--- src/rtl/calc_input_sequencer.sv ---
// -----------------------------------------------------------------------------
// calc_input_sequencer
//
// Front-end control stage of the calculator. Two raw push-buttons are brought
// into the clock domain, debounced, and turned into single-cycle press pulses.
// The advance pulse walks a 2-bit entry state through operand A, operand B,
// operator and result display. One-hot capture strobes tell the downstream
// registers which of them should latch the switches on this press.
//
// Parameters
//   DEBOUNCE_CYCLES  consecutive stable cycles before a debounced level
//                    changes (minimum 2)
//
// Ports
//   clk           in   system clock, rising-edge active
//   reset         in   synchronous, active-high reset
//   btnr          in   raw asynchronous advance button
//   btnl          in   raw asynchronous clear button
//   state         out  entry state: 00 A, 01 B, 10 operator, 11 result
//   press_pulse   out  one-cycle pulse per debounced btnr press
//   clear_pulse   out  one-cycle pulse per debounced btnl press
//   cap_a         out  capture strobe for operand A
//   cap_b         out  capture strobe for operand B
//   cap_op        out  capture strobe for the operator
//   result_valid  out  high while state is SHOW_RESULT
// -----------------------------------------------------------------------------
module calc_input_sequencer #(
  parameter int DEBOUNCE_CYCLES = 1_000_000
) (
  input  logic       clk,
  input  logic       reset,
  input  logic       btnr,
  input  logic       btnl,
  output logic [1:0] state,
  output logic       press_pulse,
  output logic       clear_pulse,
  output logic       cap_a,
  output logic       cap_b,
  output logic       cap_op,
  output logic       result_valid
);

  localparam int             CNT_W   = (DEBOUNCE_CYCLES > 2) ? $clog2(DEBOUNCE_CYCLES) : 1;
  localparam logic [CNT_W-1:0] CNT_MAX = CNT_W'(DEBOUNCE_CYCLES - 1);
  localparam logic [CNT_W-1:0] CNT_ONE = CNT_W'(1);
  localparam logic [CNT_W-1:0] CNT_ZERO = '0;

  typedef enum logic [1:0] {
    ENTER_A     = 2'b00,
    ENTER_B     = 2'b01,
    ENTER_OP    = 2'b10,
    SHOW_RESULT = 2'b11
  } state_t;

  // Bit 0 carries btnr, bit 1 carries btnl through the whole input path.
  logic [1:0]       sync1_r;
  logic [1:0]       sync2_r;
  logic [1:0]       lvl_r;
  logic [1:0]       lvl_prev_r;
  logic [CNT_W-1:0] cnt_r [2];
  state_t           state_r;
  logic             cap_a_s;
  logic             cap_b_s;
  logic             cap_op_s;

  // Two-flop synchronizer for both raw buttons.
  always_ff @(posedge clk) begin
    if (reset) begin
      sync1_r <= 2'b00;
      sync2_r <= 2'b00;
    end else begin
      sync1_r <= {btnl, btnr};
      sync2_r <= sync1_r;
    end
  end

  // Debounce counters: the level only moves after DEBOUNCE_CYCLES
  // consecutive edges that disagree with it; any agreeing edge restarts.
  always_ff @(posedge clk) begin
    if (reset) begin
      lvl_r <= 2'b00;
      for (int i = 0; i < 2; i++) begin
        cnt_r[i] <= CNT_ZERO;
      end
    end else begin
      for (int i = 0; i < 2; i++) begin
        if (sync2_r[i] == lvl_r[i]) begin
          cnt_r[i] <= CNT_ZERO;
        end else if (cnt_r[i] == CNT_MAX) begin
          lvl_r[i] <= sync2_r[i];
          cnt_r[i] <= CNT_ZERO;
        end else begin
          cnt_r[i] <= cnt_r[i] + CNT_ONE;
        end
      end
    end
  end

  // Rising-edge detect on the debounced levels; releases produce nothing.
  always_ff @(posedge clk) begin
    if (reset) begin
      lvl_prev_r  <= 2'b00;
      press_pulse <= 1'b0;
      clear_pulse <= 1'b0;
    end else begin
      lvl_prev_r  <= lvl_r;
      press_pulse <= lvl_r[0] & ~lvl_prev_r[0];
      clear_pulse <= lvl_r[1] & ~lvl_prev_r[1];
    end
  end

  // Entry-state FSM; clear has priority over advance. result_valid is
  // registered alongside the state so it tracks SHOW_RESULT exactly.
  always_ff @(posedge clk) begin
    if (reset) begin
      state_r      <= ENTER_A;
      result_valid <= 1'b0;
    end else if (clear_pulse) begin
      state_r      <= ENTER_A;
      result_valid <= 1'b0;
    end else if (press_pulse) begin
      case (state_r)
        ENTER_A: begin
          state_r      <= ENTER_B;
          result_valid <= 1'b0;
        end
        ENTER_B: begin
          state_r      <= ENTER_OP;
          result_valid <= 1'b0;
        end
        ENTER_OP: begin
          state_r      <= SHOW_RESULT;
          result_valid <= 1'b1;
        end
        SHOW_RESULT: begin
          state_r      <= ENTER_A;
          result_valid <= 1'b0;
        end
        default: begin
          state_r      <= ENTER_A;
          result_valid <= 1'b0;
        end
      endcase
    end else begin
      state_r      <= state_r;
      result_valid <= (state_r == SHOW_RESULT);
    end
  end

  // Capture strobes decode the pre-press state during the pulse cycle, so
  // the downstream register latches on the same edge the state advances.
  always_comb begin
    cap_a_s  = 1'b0;
    cap_b_s  = 1'b0;
    cap_op_s = 1'b0;
    if (press_pulse && !clear_pulse) begin
      case (state_r)
        ENTER_A:     cap_a_s  = 1'b1;
        ENTER_B:     cap_b_s  = 1'b1;
        ENTER_OP:    cap_op_s = 1'b1;
        SHOW_RESULT: cap_a_s  = 1'b0;
        default:     cap_a_s  = 1'b0;
      endcase
    end else begin
      cap_a_s  = 1'b0;
      cap_b_s  = 1'b0;
      cap_op_s = 1'b0;
    end
  end

  assign state  = state_r;
  assign cap_a  = cap_a_s;
  assign cap_b  = cap_b_s;
  assign cap_op = cap_op_s;

endmodule

--- config.mk ---
export PLATFORM = sky130hd
export DESIGN_NAME = calc_input_sequencer
export DESIGN_NICKNAME = d
export VERILOG_FILES = /design/src/rtl/calc_input_sequencer.sv
export SDC_FILE = /design/constraint.sdc
export NUM_CORES = 1
export LEC_CHECK = 0
export ABC_AREA = 1
export ABC_CLOCK_PERIOD_IN_PS = 1900
export CORE_ASPECT_RATIO = 1.25
export CORE_MARGIN = 2
export CORE_UTILIZATION = 50
export CTS_CLUSTER_DIAMETER = 120
export DETAILED_ROUTE_END_ITERATION = 10
export PLACE_DENSITY = 0.75
export SLEW_MARGIN = 5
export SYNTH_ARGS = -nofsm -noshare
export SYNTH_HDL_FRONTEND = slang
export SYNTH_SLANG_ARGS = --single-unit
export TNS_END_PERCENT = 10
--- constraint.sdc ---
create_clock -name clk -period 1.9 [get_ports clk]
set_input_delay 0.38 -clock clk [delete_from_list [all_inputs] [get_ports clk]]
set_output_delay 0.38 -clock clk [all_outputs]
set_load 0.03 [all_outputs]
==> metrics.cfg, run 1 <==
[routing]
drt_iter0_drc = 94
dr_total_vias = 2393
ant_nets = 0
drt_wl_total_um = 5270
wl_per_cell_um = 10.3
via_per_inst = 4.66
firstDrtPassIters = 4
drc = 0

[timing]
max_freq_ghz = 0.555
finalCritPeriodShare_pct = 94.9
final.setup.worst_slack_ns = 0.0978
rsz0062_at_grt = no
drv_slew = 0
hold_viol_final = 0
period_needed_ns = 1.80
finalSetupViolCount = 0
fin_skew_ns = 0.00688
fin_setup_tns_ns = 0

[critical_path]
critical_path_class = reg -> out
arrival_ns = 1.42
r2r_slack_ns = 0.20
start_kind = flop
cp_max_fo = 3
cpMaxStageDelayCell = clkdlybuf4s50_1
path_buf_inv = 2
cp.required_ns = 1.52
crit_chain = buf_4, clkdlybuf4s50_1
crit_family = buffers and inverters
worst_path_largest_cell_delay_ns = 0.65
crit_path_end_kind = primary output

[clock_network]
cts_hold_buf = 0
cts_buffers = 5
clk_latency_ns = 0.31
cts_setup_buffers = 0
cts_buffer_depth = 2
cts-root-buf = clkbuf_8
clk_pin_slew_ns = 0.10
h-tree-depth = 2
cts_tree = done
clock_sinks = 53

[logic_synthesis]
synth_edf_count = 40
synth_cell_type_count = 31
yosys_warnings = 0
synth-main-ff-cell = edfxtp_1
synth_top_area_cell = edfxtp_1
synthArstFlopShare_pct = 0
syn-instance-count = 374
syn_area_um2 = 3060
yosysSeqAreaShare_pct = 47.8
yosys-top-cells-area = edfxtp_1 (39%), nor2_1 (10%), nand2_1 (9.8%)
syn_avg_cell_area_um2 = 8.18
synth_top_area_share_pct = 39.3
ys_ff_latch = 53

[final_layout]
post-route-util_pct = 59.3
fin_nets = 442
layout-drive-gt1-share_pct = 10.2
nFillCells = 545
syn_to_final_growth_pct = 13.6
diodes = 0

[placed_design]
place_ws_ns = 0.0634
port_buffers = 11
gp_congestion = 0.829
dpl.hpwl_um = 4100

[global_routing]
grtUsageTotal_pct = 17.6
grt_pass1_vias = 2377
antenna_found_initial = 0
overflow = 0
grt_pass1_wl_um = 9460
grt_start_max_net_pins = 20

[power_and_ir_drop]
ir_worst_vdd_v = 0.000385
p_leak_nw = 1.35
powerDensity_nw_per_um2 = 603

[run_status]
outcome = finished clean

[worst_hold_path]
hp-class = reg -> reg

[die]
die_height_um = 91.5
io_pins = 12
placementRows = 31
start_util_pct = 52.2
dieArea_um2 = 6760
coreArea_um2 = 5860
die_w_um = 74.0

[job]
drv_cap = 0

-- metal layers --
| metal | track usage [%] | share of wire, % |
|---|---|---|
| met3 | 3.22 | 2.1 |
| met2 | 31.5 | 51 |
| met4 | 6.67 | 2.5 |
| met5 | 0 | 0 |
| met1 | 20.1 | 45 |
-- synthesized netlist by cell type, types with 2 or more instances --
| library cell | n |
|---|---|
| or2_0 | 2 |
| dfxtp_1 | 13 |
| nor2_2 | 15 |
| ha_1 | 7 |
| nor3_1 | 2 |
| nor2_4 | 2 |
| o21ai_0 | 5 |
| o21bai_1 | 2 |
| nand4_1 | 5 |
| a21oi_1 | 15 |
| nand3_2 | 4 |
| xor2_1 | 7 |
| and2_1 | 2 |
| nor2_1 | 85 |
| nand2_4 | 2 |
| or2_2 | 2 |
| a21oi_2 | 2 |
| buf_6 | 2 |
| nand2_1 | 80 |
| inv_1 | 40 |
| xnor2_1 | 11 |
| edfxtp_1 | 40 |
| nand3_1 | 21 |
-- cells by family (layout without fill, tap and decap cells) --
family | Yosys count | after routing | share of synthesized area, %
adders and majority gates | 7 | 7 | 2.86
DFF | 53 | 53 | 47.8
other | 1 | 40 | 0.123
and+or+nand+nor | 225 | 225 | 32.9
xor gates and xnor gates | 18 | 18 | 5.15
AOI/OAI and AO/OA | 26 | 26 | 4.74
buffers and inverters | 44 | 63 | 6.46
-- layout make-up --
cell class	count	area, µm²	area share [%]
inverter	41	155	4.46
timing repair buffer	14	118	3.38
clock inverter	3	23.8	0.684
sequential	53	1460	42.0
tap	82	103	2.95
multi-input combinational	316	1550	44.5
clock buffer	5	68.8	1.98
-- worst paths after layout --
path | startpoint | end | depth (start not counted)
worst max-delay path | press_pulse | press_pulse | 2
worst min-delay path | lvl_prev_r[1] | clear_pulse | 1
worst max register to register | cnt_r[1][0] | cnt_r[1][9] | 6
worst min register to register | lvl_prev_r[1] | clear_pulse | 1
-- cell usage in the layout, fill, tap and decap left out, types with 3 or more instances in the layout --
master,instances
a21oi_1,15
buf_4,3
clkbuf_2,3
clkbuf_8,5
clkdlybuf4s50_1,8
conb_1,40
dfxtp_1,13
edfxtp_1,40
ha_1,7
inv_1,40
nand2_1,80
nand3_1,21
nand3_2,4
nand4_1,5
nor2_1,85
nor2_2,15
o21ai_0,5
xnor2_1,11
xor2_1,7
-- worst reg2reg max path, cell delays in order (launching register included) --
cell      delay [ns]
edfxtp_1        0.40
ha_1            0.20
nand2_1         0.12
nor3_2          0.21
nand3_2         0.16
nand2_4         0.27
nor2_1          0.09
-- registers in the layout (all words and copies together), names as in the netlist, 2 cells and up --
register and cells:
lvl_prev_r 2, cnt_r 40, state 2, sync2_r 2, lvl_r 2, sync1_r 2
-- repair_timing --
item | CTS | global route
endpoints found under the setup margin | 3 | 3
resized for setup | 4 | 5
cloned | 0 | 0
pin swaps | 0 | 0
hold endpoints to repair | 0 | 0
-- per-stage QoR --
step	std cells	power [mW]	cell area, µm²	hold WS, ns
3_5_place_dp	506	1.46	3400	0.390
2_1_floorplan	413	1.44	3210	0.373
5_1_grt	514	2.19	3480	0.410
3_3_place_gp	506	1.46	3400	0.378
6_report	514	2.10	3480	0.399
4_1_cts	514	2.12	3490	0.405
-- report_power, final --
group | internal [mW] | switching, mW
sequential | 1.28 | 0.0429
combinational | 0.0417 | 0.0719
clock | 0.271 | 0.385
Note: power is estimated with default switching activity, not from simulation.
==> run 2, diff against run 1 <==
Settings changed: PLACE_DENSITY 0.75 to 0.74, REMOVE_ABC_BUFFERS from default to 1.
==> run 2 against run 1 <==
  * Hold slack worse by 0.0037 ns
  * Core utilization unchanged
  * Clock-buffer cell count unchanged
  * Maximum frequency up 0.67%
  * Register-to-register slack about the same
  * Combinational power about the same
  * Power down 0.19%
  * Cell area unchanged
==> metrics.cfg, run 2 (same netlist as run 1, synthesis figures left out) <==
[routing]
drt_iter0_drc = 139  ; +48%
firstDrtPassIters = 4  ; unchanged
wl_per_cell_um = 10.3  ; +0.19%
dr_total_vias = 2405  ; +0.50%
drc = 0  ; unchanged
via_per_inst = 4.68  ; +0.50%
drt_wl_total_um = 5280  ; +0.19%
ant_nets = 0  ; unchanged

[global_routing]
met3_usage_pct = 3.00  ; -0.22 points
overflow = 0  ; unchanged
grt_start_max_net_pins = 20  ; unchanged
grt_pass1_wl_um = 9470  ; +0.15%
grtUsageTotal_pct = 17.5  ; -0.065 points
grt_util_met2_pct = 30.4  ; -1.1 points
grt_pass1_vias = 2285  ; -3.9%
use_met1_pct = 21.5  ; +1.4 points
antenna_found_initial = 0  ; unchanged
busiest_layer = met2

[final_layout]
final_common_cell = nor2_1
regMostFlops = cnt_r
final-seq-area_um2 = 1460  ; unchanged
nFillCells = 526  ; -3.5%
layout-drive-gt1-share_pct = 10.2  ; unchanged
fin_nets = 442  ; unchanged
multiInputGateArea_um2 = 1550  ; unchanged
diodes = 0  ; unchanged
final_cell_mix = nor2_1 (85), nand2_1 (80), inv_1 (40), edfxtp_1 (40), conb_1 (40)
syn_to_final_growth_pct = 13.6  ; unchanged
instances_no_fill = 514  ; unchanged
largest_reg_flops = 40  ; unchanged

[critical_path]
start_kind = flop
cp_max_fo = 3  ; unchanged
critical_path_class = reg -> out
crit_path_end_kind = primary output
arrival_ns = 1.41  ; about the same
crit_chain = buf_4, clkdlybuf4s50_1
ff2ff_path_depth = 8  ; +2
cp.required_ns = 1.52  ; about the same
cpMaxStageDelayCell = clkdlybuf4s50_1
worst_path_largest_cell_delay_ns = 0.66  ; about the same
rr_startpoint = cnt_r[0][0]
r2r_end = cnt_r[0][16]
r2r_slack_ns = 0.21  ; about the same

[clock_network]
clock_sinks = 53  ; unchanged
cts_buffer_depth = 2  ; unchanged
cts_setup_buffers = 0  ; unchanged
clk_latency_ns = 0.31  ; about the same
cts_buffers = 5  ; unchanged
clk_pin_slew_ns = 0.10  ; about the same
cts_tree = done
cts_hold_buf = 0  ; unchanged
h-tree-depth = 2  ; unchanged
cts-root-buf = clkbuf_8

[worst_hold_path]
min_path_cells = 1  ; unchanged
worstHoldEndpoint = clear_pulse
hp-start = lvl_prev_r[1]
hp-class = reg -> reg

[job]
drv_cap = 0  ; unchanged

[placed_design]
dpl.cell_count = 506  ; unchanged
dpl.hpwl_um = 4090  ; -0.29%
port_buffers = 11  ; unchanged
gp_congestion = 0.853  ; +2.9%

[power_and_ir_drop]
powerDensity_nw_per_um2 = 602  ; -0.19%
ir_worst_vdd_v = 0.000462  ; +20%
p_leak_nw = 1.35  ; -0.14%

[timing]
drv_slew = 0  ; unchanged
hold_viol_final = 0  ; unchanged
period_needed_ns = 1.79  ; -0.0120 ns
max_freq_ghz = 0.559  ; +0.67%
fin_skew_ns = 0.0173  ; +0.0104 ns
finalCritPeriodShare_pct = 94.2  ; -0.63 points
rsz0062_at_grt = no
finalSetupViolCount = 0  ; unchanged
fin_setup_tns_ns = 0  ; unchanged

[die]
io_pins = 12  ; unchanged
dieArea_um2 = 6760  ; unchanged
placementRows = 31  ; unchanged
die_w_um = 74.0  ; unchanged
start_util_pct = 52.2  ; unchanged
die_height_um = 91.5  ; unchanged
coreArea_um2 = 5860  ; unchanged

[run_status]
outcome = finished clean

==> run 2: changes by cell type in the layout (fill, tap and decap cells not counted) <==
cell,change
inv_4,-1
inv_6,+1
inv_8,-1
clkinv_4,+1
==> run 2: power breakdown <==
group / leakage [nW] / internal, mW / switching [mW]
clock: 0.0491 / 0.268 / 0.385
sequential: 0.518 / 1.28 / 0.0422
combinational: 0.780 / 0.0416 / 0.0719
total: 1.35 / 1.59 / 0.499
==> run 2: how the worst max path moves through the flow <==
stage / startpoint / end / slack [ns] / cells past startpoint
after floorplan: press_pulse / cap_a / 0.16 / 3
after global placement: state[0] / cap_op / 0.12 / 5
after detailed placement: state[1] / cap_b / 0.08 / 5
after CTS: state[0] / cap_op / 0.009 / 5
after global routing: press_pulse / press_pulse / 0.04 / 2
final: press_pulse / press_pulse / 0.11 / 2
==> run 2: critical path, delay by kind of cell, from the launching register on <==
family / cells / cell delay [ns]
DFF: 1 / 0.34
buffers and inverters: 2 / 0.78
==> run 2: metrics by stage <==
step                      area, µm²  total power [mW]  utilization [%]  hold WS, ns  setup slack [ns]
after floorplan                3160              1.43                -        0.373             0.159
after global placement         3400              1.46             58.0        0.377             0.120
after detailed placement       3400              1.46             58.0        0.385            0.0776
after CTS                      3490              2.12             59.6        0.400           0.00891
after global routing           3480              2.19             59.3        0.428            0.0359
final                          3480              2.09             59.3        0.395             0.110
==> run 2: cell type report <==
| class | count | share of cell area (%) |
|---|---|---|
| tap | 82 | 2.95 |
| multi-input combinational | 316 | 44.5 |
| sequential | 53 | 42.0 |
| inverter | 41 | 4.46 |
| clock inverter | 3 | 0.684 |
| clock buffer | 5 | 1.98 |
| timing repair buffer | 14 | 3.38 |
==> run 2: repair_timing <==
action	4_1_cts	5_1_grt
endpoints found under the setup margin	3	3
resized for setup	4	5
pin swaps	0	0
==> run 2: layer usage <==
metal	wire length [µm]	vias to the layer above
li1	-	1270
met1	2310	1094
met2	2750	39
met3	189	2
met4	34	0
met5	0	-
